$ cat config.mk
export PLATFORM = sky130hd
export DESIGN_NAME = sram_ctrl
export DESIGN_NICKNAME = d
export VERILOG_FILES = /design/src/rtl/sram_ctrl_pkg.sv /design/src/rtl/sram_ctrl.sv
export SDC_FILE = /design/constraint.sdc
export NUM_CORES = 1
export LEC_CHECK = 0
export BUFFER_PORTS_ARGS = -buffer_cell sky130_fd_sc_hd__buf_2
export CAP_MARGIN = 20
export CORE_ASPECT_RATIO = 0.5
export CORE_UTILIZATION = 45
export CTS_CLUSTER_DIAMETER = 60
export DETAILED_ROUTE_END_ITERATION = 10
export GPL_ROUTABILITY_DRIVEN = 1
export PLACE_DENSITY_LB_ADDON = 0.15
export SETUP_SLACK_MARGIN = 0.15
export SLEW_MARGIN = 20
export SYNTH_ARGS = -nofsm -noshare
export SYNTH_HDL_FRONTEND = slang
export SYNTH_SLANG_ARGS = --single-unit
$ cat constraint.sdc
create_clock -name clock -period 2.3 [get_ports clock]
set_input_delay 0.46 -clock clock [delete_from_list [all_inputs] [get_ports clock]]
set_output_delay 0.46 -clock clock [all_outputs]
set_load 0.02 [all_outputs]
$ cat src/rtl/sram_ctrl_pkg.sv
// Shared types and helpers for the SRAM bus-side controller.
package sram_ctrl_pkg;

  typedef enum logic [2:0] {
    IDLE = 3'd0,
    RD   = 3'd1,
    CAP  = 3'd2,
    WR   = 3'd3,
    RESP = 3'd4
  } state_t;

  // Widest word the byte-merge helper handles; callers size-cast in and out.
  localparam int unsigned MERGE_MAX_W = 1024;
  localparam int unsigned MERGE_MAX_M = MERGE_MAX_W / 8;

  // One byte-enable bit per 8-bit lane.
  function automatic int unsigned mask_width(input int unsigned data_width);
    return data_width / 8;
  endfunction

  // Per-byte select: enabled lanes take the new word, others keep the old word.
  function automatic logic [MERGE_MAX_W-1:0] merge_bytes(
    input logic [MERGE_MAX_W-1:0] old_word,
    input logic [MERGE_MAX_W-1:0] new_word,
    input logic [MERGE_MAX_M-1:0] mask
  );
    logic [MERGE_MAX_W-1:0] merged;
    merged = old_word;
    for (int i = 0; i < int'(MERGE_MAX_M); i++) begin
      if (mask[i]) begin
        merged[8*i +: 8] = new_word[8*i +: 8];
      end
    end
    return merged;
  endfunction

endpackage

$ cat src/rtl/sram_ctrl.sv
// Bus-side controller for a single-port RW SRAM macro. One request in flight;
// byte-masked writes are done as read-modify-write because the macro has no
// byte enables. Every SRAM pin is driven straight from a flop.
module sram_ctrl
  import sram_ctrl_pkg::*;
#(
  parameter  int unsigned ADDR_WIDTH = 7,
  parameter  int unsigned DATA_WIDTH = 32,
  localparam int unsigned MASK_W     = mask_width(DATA_WIDTH)
) (
  input  logic                  clock,
  input  logic                  reset_n,
  input  logic                  req_valid,
  output logic                  req_ready,
  input  logic                  req_we,
  input  logic [31:0]           req_addr,
  input  logic [DATA_WIDTH-1:0] req_wdata,
  input  logic [MASK_W-1:0]     req_wmask,
  output logic                  rsp_valid,
  input  logic                  rsp_ready,
  output logic [DATA_WIDTH-1:0] rsp_rdata,
  output logic                  rsp_err,
  output logic                  sram_csb0,
  output logic                  sram_web0,
  output logic [ADDR_WIDTH-1:0] sram_addr0,
  output logic [DATA_WIDTH-1:0] sram_din0,
  input  logic [DATA_WIDTH-1:0] sram_dout0
);

  state_t state;
  state_t state_next;

  logic                  accept;
  logic                  addr_err;
  logic                  mask_full;
  logic                  mask_zero;
  logic [ADDR_WIDTH-1:0] req_idx;
  logic                  csb_next;
  logic                  web_next;
  logic [DATA_WIDTH-1:0] merged;

  // Request held across RD/CAP/WR; we_q marks a partial write (RMW) in CAP.
  logic [DATA_WIDTH-1:0] wdata_q;
  logic [MASK_W-1:0]     wmask_q;
  logic                  we_q;

  assign accept    = req_valid && (state == IDLE);
  assign addr_err  = (req_addr[1:0] != 2'b00) || (|req_addr[31:ADDR_WIDTH+2]);
  assign mask_full = &req_wmask;
  assign mask_zero = ~|req_wmask;
  assign req_idx   = req_addr[ADDR_WIDTH+1:2];
  assign merged    = DATA_WIDTH'(merge_bytes(MERGE_MAX_W'(sram_dout0),
                                             MERGE_MAX_W'(wdata_q),
                                             MERGE_MAX_M'(wmask_q)));

  // State register.
  always_ff @(posedge clock or negedge reset_n) begin
    if (!reset_n) begin
      state <= IDLE;
    end else begin
      state <= state_next;
    end
  end

  // Next-state decode; errors and empty-mask writes skip the SRAM entirely.
  always_comb begin
    state_next = state;
    unique case (state)
      IDLE: begin
        if (req_valid) begin
          if (addr_err)       state_next = RESP;
          else if (!req_we)   state_next = RD;
          else if (mask_zero) state_next = RESP;
          else if (mask_full) state_next = WR;
          else                state_next = RD;
        end
      end
      RD:      state_next = CAP;
      CAP:     state_next = we_q ? WR : RESP;
      WR:      state_next = RESP;
      RESP:    if (rsp_ready) state_next = IDLE;
      default: state_next = IDLE;
    endcase
  end

  // Handshake outputs plus next values for the registered SRAM strobes.
  always_comb begin
    req_ready = (state == IDLE);
    rsp_valid = (state == RESP);
    csb_next  = !((state_next == RD) || (state_next == WR));
    web_next  = !(state_next == WR);
  end

  // SRAM pins and response fields; all reset to their idle values.
  always_ff @(posedge clock or negedge reset_n) begin
    if (!reset_n) begin
      sram_csb0  <= 1'b1;
      sram_web0  <= 1'b1;
      sram_addr0 <= '0;
      sram_din0  <= '0;
      rsp_rdata  <= '0;
      rsp_err    <= 1'b0;
    end else begin
      sram_csb0 <= csb_next;
      sram_web0 <= web_next;
      if (accept) begin
        rsp_rdata <= '0;
        rsp_err   <= addr_err;
        if (!addr_err) begin
          sram_addr0 <= req_idx;
          sram_din0  <= req_wdata;
        end
      end
      if (state == CAP) begin
        if (we_q) begin
          sram_din0 <= merged;
        end else begin
          rsp_rdata <= sram_dout0;
        end
      end
    end
  end

  // Request capture; contents only matter after an accept, so no reset.
  always_ff @(posedge clock) begin
    if (accept) begin
      wdata_q <= req_wdata;
      wmask_q <= req_wmask;
      we_q    <= req_we;
    end
  end

endmodule

==> metrics <==
crit path DAT=2.28 ns; antenna viol nets, final=0; detailed placement HPWL=8.39 mm; die width=152 µm; Hold Path Class=primary input to flip-flop; Final #Nets=706; FP Rows=26; Num Clock Sinks=114; share of layout cells above drive strength 1=39.4%; Setup TNS Final=0 ns; TritonCTS Buffers=17; GRT Residual Overflow=0; htree depth=4; P_leak=0.00343 µW; fillers=871; commonest non-fill, non-tap cells in the layout=buf_2 (179), dfrtp_1 (75), nor2_1 (38); starting DRC count in detailed routing=256; startpoint types=flip-flop; Yosys reg bits=114; Yosys warnings=0; leading cell type in the layout, fill and taps excluded=buf_2; Comb pwr share=8.3%; Slew Limit Headroom=63.9%; clock buffer depth=2; Initial DRT Pass Iterations=4; RSZ-0062 raised after global routing=no; Clock Skew=0.0116 ns; Slew Viols, Final=0; Routed WL=12.6 mm; Final Hold Viols=0; vias post-DR=4013; CTS tree=done; family with the most delay on the worst path=simple AND/OR/NAND/NOR gates; register area share after synthesis=60.3%; DRC violations left=0; Clk pin slew, worst setup/hold paths=0.06 ns; Hold Slack=0.246 ns; Core Region=0.0105 mm²; Worst Tran Pin Value=0.541 ns; switch share=23.4%; CP endpoint kind=flip-flop; # diodes=0; max_cap viols=0; vias per cell=5.32; Pwr Total=5080 µW; clock share of power=47.6%; P&R area growth vs syn=34.2%; Flop pwr share=44.2%; die height=76.8 µm; Tmin final=2.02 ns; worst path bufs/invs=2; die area=0.0117 mm²; CP max FO=47; WP data required=2.56 ns; GP Congestion=0.767; Final Setup Violations=0; first-pass GRT wire length=20.2 mm; syn_area_per_cell=12.0 µm²; GR Util All Layers=22.7%; number of global-route vias before repair=3906; run status=complete, no violations; initial antenna violation count=0; Critical Path Max Stage Delay=0.44 ns; IO Pins=181; Mapped Cells=420; Critical-path top delay cell=dfrtp_1; final core occ=64.2%; Internal Power=3890 µW; CP Class=flip-flop to flip-flop; maximum VDD drop=0.000512 V; Worst-Skew Late Latency=0.40 ns; Power per Cell Area=751 mW/mm²; routed len/inst=16.7 µm; Final period util=87.8%; IO Port Bufs=180; post-CTS setup buffer count=0; Distinct cells, synth=32; root buffer cell=clkbuf_16; Syn Nets=525; critical path cell sequence=nor3_4 > nand2_2 > inv_16 > nand4_4 > buf_6 > o211a_1 > or3_1; NetSw=1190 µW; Mapped Area=0.00504 mm²; largest net degree at the start of global routing=66; Fmax=495 MHz; Initial Util=47.8%
-- Yosys cell counts --
cell type | number | area [µm²]
nand4bb_1 | 1 | 11.3
buf_1 | 3 | 11.3
nand4_1 | 2 | 12.5
o221ai_1 | 1 | 8.76
a21o_1 | 1 | 7.51
mux2_2 | 7 | 78.8
a22o_1 | 32 | 280
dfstp_2 | 2 | 52.6
o21a_1 | 1 | 7.51
and4_1 | 2 | 17.5
nand4_2 | 1 | 12.5
o31ai_1 | 1 | 7.51
o211a_1 | 32 | 320
inv_2 | 1 | 3.75
nor2_2 | 1 | 6.26
nor3_2 | 1 | 10.0
nand2_1 | 36 | 135
buf_2 | 4 | 20.0
nor4_1 | 6 | 37.5
a41oi_1 | 1 | 8.76
or3_1 | 32 | 200
a21oi_1 | 2 | 10.0
dfrtp_1 | 75 | 1880
nor2_1 | 39 | 146
mux2i_1 | 32 | 320
nor3_1 | 34 | 170
clkbuf_1 | 25 | 93.8
and2_1 | 1 | 6.26
inv_1 | 1 | 3.75
nand2b_1 | 3 | 18.8
buf_6 | 3 | 33.8
edfxtp_1 | 37 | 1110
-- repair_timing --
action                                 4_1_cts  5_1_grt
gates resized for setup                      0        2
hold buffers                                 1        0
setup endpoints to repair                    0       26
endpoints found under the hold margin       25        0
-- sequential cells by signal, summed over array words and instances (netlist names) --
name and flops:
sram_web0 1, state 3, sram_csb0 1, rsp_rdata 32, rsp_err 1, wdata_q 32, sram_addr0 7, wmask_q 4
we_q 1, sram_din0 32
-- per-stage QoR --
step                      cells  setup WS, ns  area (µm²)
after CTS                   754         0.181        6760
after global routing        754         0.159        6770
after floorplan             420         0.158        5070
after detailed placement    721         0.149        6190
after global placement      721         0.184        6190
final                       754         0.280        6770
-- worst register-to-register path, cell delays in order, from the launching register on --
cell     delay (ns)
dfrtp_1        0.44
nor3_4         0.22
nand2_2        0.17
inv_16         0.14
nand4_4        0.09
buf_6          0.23
o211a_1        0.25
or3_1          0.36
-- area by class of cell --
class / instances / area (µm²) / share of cell area (%)
timing repair buffer: 197 / 1090 / 16.1
multi-input combinational: 269 / 1880 / 27.8
inverter: 2 / 23.8 / 0.351
clock inverter: 9 / 55.1 / 0.814
tap: 140 / 175 / 2.59
sequential: 114 / 3040 / 44.9
clock buffer: 23 / 499 / 7.38
-- power by group through the flow --
stage,Sequential [µW],Clock (µW),Combinational [µW]
4_1_cts,2240,2470,427
3_5_place_dp,2280,0,424
2_1_floorplan,2290,0,178
5_1_grt,2250,2560,464
6_report,2240,2420,421
3_3_place_gp,2280,0,418
-- worst paths after layout --
kind	from	endpoint	slack, ns	cells after the start
worst max register to register	state[2]	sram_din0[23]	0.28	7
max in group asynchronous	reset_n	rsp_rdata[17]	1.14	3
worst max-delay path	state[2]	sram_din0[23]	0.28	7
min in group asynchronous	reset_n	sram_addr0[0]	0.52	2
worst min register to register	rsp_rdata[10]	rsp_rdata[10]	0.49	1
worst min-delay path	req_wdata[6]	wdata_q[6]	0.25	1
-- layer usage --
layer  GRT usage, %  vias up  wire length, µm
met3           6.01        5              721
met2           34.2      122             5780
met4           6.73        0               46
met1           32.1     1955             6030
li1               -     1931                -
met5              0        -                0
-- logic make-up (layout without fill, tap and decap cells) --
kind of cell	Yosys count	count (layout)	synth area share [%]
mux	39	39	7.92
buf+inv	37	231	3.30
simple gates	159	159	15.6
flops	114	114	60.3
compound gates	71	71	12.9
Power figures use the tool's default switching activity.
